**config.mk**
```make
export PLATFORM = sky130hd
export DESIGN_NAME = sram_bus_controller
export DESIGN_NICKNAME = d
export VERILOG_FILES = /design/src/rtl/sram_bus_controller.sv
export SDC_FILE = /design/constraint.sdc
export NUM_CORES = 1
export LEC_CHECK = 0
export ABC_AREA = 1
export BUFFER_PORTS_ARGS = -buffer_cell sky130_fd_sc_hd__buf_4
export CORE_MARGIN = 2
export CORE_UTILIZATION = 40
export DETAILED_ROUTE_END_ITERATION = 8
export PLACE_DENSITY = 0.78
export SLEW_MARGIN = 20
export SYNTH_ARGS = -nofsm -noshare
export SYNTH_HDL_FRONTEND = slang
export SYNTH_SLANG_ARGS = --single-unit
```
**constraint.sdc**
```tcl
create_clock -name clk -period 1.3 [get_ports clk]
set_input_delay 0.26 -clock clk [delete_from_list [all_inputs] [get_ports clk]]
set_output_delay 0.26 -clock clk [all_outputs]
set_load 0.005 [all_outputs]
```
**src/rtl/sram_bus_controller.sv**
```systemverilog
// Single-beat read/write sequencer for the external 8-bit async SRAM behind the
// board's address/data transceivers. Owns the strobes, transceiver controls and data pin enable.
module sram_bus_controller #(
   parameter int unsigned ADDR_W        = 15,
   parameter int unsigned DATA_W        = 8,
   parameter int unsigned SETUP_CYCLES  = 1,
   parameter int unsigned ACCESS_CYCLES = 4,
   parameter int unsigned TURN_CYCLES   = 1
) (
   input  logic              clk,
   input  logic              reset_n,
   input  logic              req_valid,
   output logic              req_ready,
   input  logic              req_write,
   input  logic [ADDR_W-1:0] req_addr,
   input  logic [DATA_W-1:0] req_wdata,
   output logic              rsp_valid,
   output logic [DATA_W-1:0] rsp_rdata,
   output logic              busy,
   output logic [ADDR_W-1:0] sram_addr,
   output logic [DATA_W-1:0] sram_data_out,
   output logic              sram_data_oe,
   input  logic [DATA_W-1:0] sram_data_in,
   output logic              t_r_data,
   output logic              t_r_addr,
   output logic              n_oe_trans,
   output logic              n_write,
   output logic              n_oe,
   output logic              n_ce
);

   localparam int unsigned MAX_SA  = (SETUP_CYCLES > ACCESS_CYCLES) ? SETUP_CYCLES : ACCESS_CYCLES;
   localparam int unsigned MAX_CYC = (MAX_SA > TURN_CYCLES) ? MAX_SA : TURN_CYCLES;
   localparam int unsigned CNT_W   = (MAX_CYC > 1) ? $clog2(MAX_CYC) : 1;

   typedef enum logic [2:0] {
      S_IDLE,
      S_TURN,
      S_SETUP,
      S_ACCESS,
      S_HOLD
   } state_t;

   state_t             state_q;
   logic [CNT_W-1:0]   cnt_q;
   logic               wr_q;

   // Address and write data are loaded at accept; they only matter once n_ce drops.
   always_ff @(posedge clk) begin
      if (!reset_n) begin
         state_q       <= S_IDLE;
         cnt_q         <= '0;
         wr_q          <= 1'b0;
         req_ready     <= 1'b0;
         rsp_valid     <= 1'b0;
         rsp_rdata     <= '0;
         busy          <= 1'b0;
         sram_addr     <= '0;
         sram_data_out <= '0;
         sram_data_oe  <= 1'b0;
         t_r_data      <= 1'b0;
         t_r_addr      <= 1'b1;
         n_oe_trans    <= 1'b1;
         n_write       <= 1'b1;
         n_oe          <= 1'b1;
         n_ce          <= 1'b1;
      end else begin
         n_oe_trans <= 1'b0;
         t_r_addr   <= 1'b1;
         rsp_valid  <= 1'b0;
         case (state_q)
            S_IDLE: begin
               if (req_valid && req_ready) begin
                  req_ready     <= 1'b0;
                  busy          <= 1'b1;
                  wr_q          <= req_write;
                  sram_addr     <= req_addr;
                  sram_data_out <= req_wdata;
                  if (req_write != t_r_data) begin
                     state_q  <= S_TURN;
                     t_r_data <= req_write;
                     cnt_q    <= CNT_W'(TURN_CYCLES - 1);
                  end else begin
                     state_q      <= S_SETUP;
                     n_ce         <= 1'b0;
                     sram_data_oe <= req_write;
                     cnt_q        <= CNT_W'(SETUP_CYCLES - 1);
                  end
               end else begin
                  req_ready <= 1'b1;
               end
            end
            S_TURN: begin
               if (cnt_q == '0) begin
                  state_q      <= S_SETUP;
                  n_ce         <= 1'b0;
                  sram_data_oe <= wr_q;
                  cnt_q        <= CNT_W'(SETUP_CYCLES - 1);
               end else begin
                  cnt_q <= cnt_q - CNT_W'(1);
               end
            end
            S_SETUP: begin
               if (cnt_q == '0) begin
                  state_q <= S_ACCESS;
                  n_write <= ~wr_q;
                  n_oe    <= wr_q;
                  cnt_q   <= CNT_W'(ACCESS_CYCLES - 1);
               end else begin
                  cnt_q <= cnt_q - CNT_W'(1);
               end
            end
            S_ACCESS: begin
               if (cnt_q == '0) begin
                  state_q <= S_HOLD;
                  n_write <= 1'b1;
                  n_oe    <= 1'b1;
                  if (!wr_q) begin
                     rsp_rdata <= sram_data_in;
                     rsp_valid <= 1'b1;
                  end
               end else begin
                  cnt_q <= cnt_q - CNT_W'(1);
               end
            end
            S_HOLD: begin
               state_q      <= S_IDLE;
               n_ce         <= 1'b1;
               sram_data_oe <= 1'b0;
               busy         <= 1'b0;
               req_ready    <= 1'b1;
            end
            default: begin
               state_q <= S_IDLE;
            end
         endcase
      end
   end

endmodule

```
Word-level counts from Yosys, hierarchy flattened:

Index checks and enable logic that the tools add are counted.

* $add $sub $neg: 1
* multiply operators: 0
* divide/modulo/power cells: 0
* magnitude comparators: 0
* equal/unequal tests: 11
* shifts and indexed selects: 0
* multiplexer cells: 29
* bitwise operators: 1
* reductions and logical operators: 16

Operator list (number)
* $reduce_and A3 Y1: 5
* $mux W1: 12
* $mux W3: 4
* $ne A2 B2 Y1 const B: 6
* $pmux W3 S4: 1
* $mux W2: 5
* $pmux W1 S2: 4
* $pmux W2 S4: 1
* $reduce_and A4 Y1: 2
* $eq A3 B2 Y1 const B: 2
* $pmux W1 S3: 2
* $reduce_and A2 Y1: 2
* $reduce_bool A2 Y1: 2
* $reduce_bool A4 Y1: 1
* $eq A3 B1 Y1 const B: 1
* $eq A3 B3 Y1 const B: 1
* $logic_not A3 Y1: 1
* $reduce_bool A3 Y1: 1
* $logic_not A2 Y1: 1
* $sub A2 B1 Y2 const B: 1
* $logic_and A1 B1 Y1: 1
* $ne A1 B1 Y1: 1
* $not A1 Y1: 1

* bits in registers: 46
* latch bits: 0
* bits in writable memories: 0
* memory bits (read-only): 0
* input port bits: 35
* output and inout port bits: 41
* logic and storage cells: 73
* memories kept: 0

Longest topological paths before layout:

* depth in word-level cells: 4
* depth in mapped cells: 9

Worst setup path before layout:

No wires, ideal clock.

* path type: reg-to-reg
* start: register cnt_q[0]
* end: register state_q[1]
* library setup time: 117 ps
* data arrival time: 1208 ps
* data required time: 1183 ps
* setup slack: -25 ps
* stages on the path, launching flop included: 9
* buffers on the path: 0
* period minus slack after synthesis: 1325 ps
* cell sequence: dfxtp_1 -> inv_1 -> ha_1 -> inv_1 -> nand2_1 -> o21ai_0 -> nor2_1 -> nor2_1 -> nor2_1

* cells in the longest elaborated chain, start to end: 3
* elaborated cells on any way between the ends: 5
* classes of those cells: 3 x eq/ne; 2 x reduce/logical

Ends and longest elaborated chain
* from (decl): line 45 `logic [CNT_W-1:0] cnt_q;`
* from (signal assigned): line 82 `cnt_q <= CNT_W'(TURN_CYCLES - 1);`
* from (signal assigned): line 87 `cnt_q <= CNT_W'(SETUP_CYCLES - 1);`
* from (signal assigned): line 98 `cnt_q <= CNT_W'(SETUP_CYCLES - 1);`
* $logic_not A2 Y1 *: line 94, 104, 114
* $ne A2 B2 Y1 (no line)
* $reduce_and A4 Y1 (no line) *
* to (signal assigned): line 95 `state_q <= S_SETUP;`
* to (signal assigned): line 105 `state_q <= S_ACCESS;`
* to (signal assigned): line 115 `state_q <= S_HOLD;`
* to (decl): line 44 `state_t state_q;`

Every way passes the cells marked *; elsewhere a longest branch is shown, timed or not.
A chain may end at the register's enable or synchronous reset.

Worst setup path in the final report:

* start: register cnt_q[0]
* end: register rsp_rdata[2]

* cells in the longest elaborated chain, start to end: 2

Ends and longest elaborated chain
* $logic_not A2 Y1: line 114 `if (cnt_q == '0) begin`
* $reduce_and A3 Y1 (no line)
* to (signal assigned): line 119 `rsp_rdata <= sram_data_in;`
* to (decl): line 18 `output logic [DATA_W-1:0] rsp_rdata,`

No other way between the ends.

==> impl_metrics.toml <==
[setup_path]
cp_data_arrival_time_ns = 1.40
critPathKind = "flip-flop to flip-flop"
start_kind = "flip-flop"
crit_path_max_incr_delay_ns = 0.34
worstPathCellList = "inv_2, buf_4, ha_1, nand3_4, inv_4, nor2_1, nor2_1"
path_delay_family = "flip-flops"
cp.depth = 7
crit_buf_inv = 3
crit_path_max_fanout = 10
critPathSlowestCell = "dfxtp_2"
reg2regPathDepth = 7
cp_common_cell = "nor2_1"
worstPathRequired_ns = 1.49
end_kind = "flip-flop"

[synth]
synth_seq_area_share_pct = 48.1
synth_cells = 248
synth_area_um2 = 1910
syn_nets = 287
ys_types = 25
syn_area_per_cell_um2 = 7.72
ys_ff_latch = 46
ys.warnings.count = 0

[global_route]
gr-total-overflow = 0
grt_max_degree = 27
grt_usage_pct = 16.5
grt_antenna_before_repair = 0
grt_pass1_wl_um = 7010
grt_pass1_vias = 1692

[final_layout]
fin_nets = 367
drive_above_1_share_pct = 33.5
n_antenna_cell = 0
synthToLayoutAreaGrowth_pct = 37.9
post_layout_nonfiller_instances = 382

[placement]
hpwl_um = 3240
port-buffer-count = 74
place_ws_ns = -0.0200
routabilityCongestion = 0.853
place_inst = 375

[clock_network]
post_cts_buffers = 0
cts_hold_buf = 0
cts-root-buf = "clkbuf_8"
cts_inserted_buffers = 5
htreeDepth = 2
cts_max_path_buffers = 2
cts.sinks = 46
path_clk_slew_ns = 0.09
clk_latency_ns = 0.30
tritoncts = "yes"

[sta]
drv_slew = 0
setup_violations = 0
fin_skew_ns = 0.0111
fin_hold_ws_ns = 0.183
timing.fmax_ghz = 0.825
finalCritPeriodShare_pct = 93.2
period_minus_slack_ns = 1.21
worst_slack_ns = 0.0879
hold_violations = 0

[outcome]
status = "finished, final reports clean"

[power_and_ir_drop]
power_density_nw_per_um2 = 1840
finalPower_uw = 4840
vdd_drop_max_mv = 0.958
power_leakage_uw = 0.00129

[die]
start_util_pct = 41.1
core_um2 = 4660
io_pins = 76
die_w_um = 73.2
die_area_um2 = 5360
die_y_um = 73.2
placementRows = 25

[detailed_routing]
wl_per_cell_um = 11.4
drt-initial-drc-count = 80
drtPass1Iterations = 4
vias_per_cell = 4.68
ant_nets = 0
drc = 0
vias = 1787
drt_wl_total_um = 4360

[min_path]
hp-class = "input pin to flip-flop"
min_path_cells = 3

[flow_run]
drv_cap = 0
==> metrics by stage <==
stage / util (%) / TNS, ns / instance area [um^2]
2_1_floorplan: - / 0 / 1910
3_3_place_gp: 54.1 / 0 / 2520
3_5_place_dp: 54.1 / -0.103 / 2520
4_1_cts: 55.9 / 0 / 2610
5_1_grt: 56.6 / -0.00351 / 2640
6_report: 56.6 / 0 / 2640
==> cell usage in the layout (no fill, tap or decap) <==
cell type / Yosys / final
nand2_4: 1 / 1
nor2_1: 78 / 78
inv_1: 11 / 9
a21oi_1: 7 / 7
nand3_1: 12 / 11
inv_6: 1 / 1
inv_2: 1 / 2
inv_4: 1 / 2
a21oi_2: 1 / 1
ha_4: 0 / 1
clkbuf_8: 1 / 5
nand3_2: 1 / 1
nand3_4: 0 / 1
nor2_4: 1 / 1
buf_12: 0 / 1
o21ai_1: 4 / 5
clkbuf_1: 2 / 1
buf_4: 2 / 83
clkinvlp_4: 0 / 1
conb_1: 1 / 1
nor2_8: 2 / 2
nor3_1: 1 / 1
ha_1: 4 / 3
nand2_1: 31 / 30
dfxtp_1: 46 / 42
clkinv_1: 1 / 1
nand2_2: 1 / 2
dfxtp_2: 0 / 4
o21ai_0: 31 / 29
o21ai_2: 0 / 1
==> power breakdown <==
part           total (uW)  internal [uW]  switching, uW
logic                2020            962           1050
clock network         830            369            461
registers            2000           1760            239
total                4840           3090           1750
==> final cells by class <==
type                    count  area [um^2]
well taps                  54         67.6
inverters                  15         66.3
repair buffers             84          643
clock buffers               6         72.6
clock inverters             1         7.51
fillers                   414         2020
flip-flops and latches     46          926
multi-input cells         176          857
==> registers in the layout (all words and copies together) (netlist names), 2 cells and up <==
register,cells
cnt_q,2
state_q,3
rsp_rdata,8
sram_data_out,8
sram_addr,15
==> synthesized netlist by cell type, drive strengths merged <==
library cell,count,area [um^2]
conb,1,3.75
ha,4,50.1
clkbuf,3,21.3
nand3,13,70.1
o21ai,35,175
dfxtp,46,921
a21oi,8,43.8
nor3,1,5.00
nand2,33,134
nor2,81,344
buf,8,82.6
clkinv,1,3.75
inv,14,60.1
==> cells by family (layout without fill, tap and decap cells) <==
logic type | after synthesis | after routing | share of synthesized area (%)
AO/OA/AOI/OAI | 43 | 43 | 11.4
adder cells (fa/ha/maj) | 4 | 4 | 2.61
buffers and inverters | 26 | 106 | 8.76
flip-flops | 46 | 46 | 48.1
other | 1 | 1 | 0.196
AND/OR/NAND/NOR | 128 | 128 | 28.9
==> path summary, 6_finish.rpt <==
path / startpoint / end / slack (ns)
max: cnt_q[0] / rsp_rdata[2] / 0.09
min: req_wdata[7] / sram_data_out[7] / 0.18
max reg2reg: cnt_q[0] / rsp_rdata[2] / 0.09
min reg2reg: n_ce / n_ce / 0.47
==> worst min-delay path, stage by stage <==
cell    delay [ns]
buf_4         0.08
nor2_1        0.03
nor2_1        0.08
==> layer usage <==
layer,global-route usage [%],wire [um]
met4,4.32,39
met2,26.7,2040
met5,0,0
met3,6.35,306
met1,20.4,1970
==> timing repair <==
item | 4_1_cts | 5_1_grt
setup endpoints to repair | 9 | 23
hold endpoints to repair | 0 | 0
cloned | 0 | 0
gates resized for setup | 3 | 11
pin swaps | 0 | 3
Note: power is estimated with default switching activity, not from simulation.
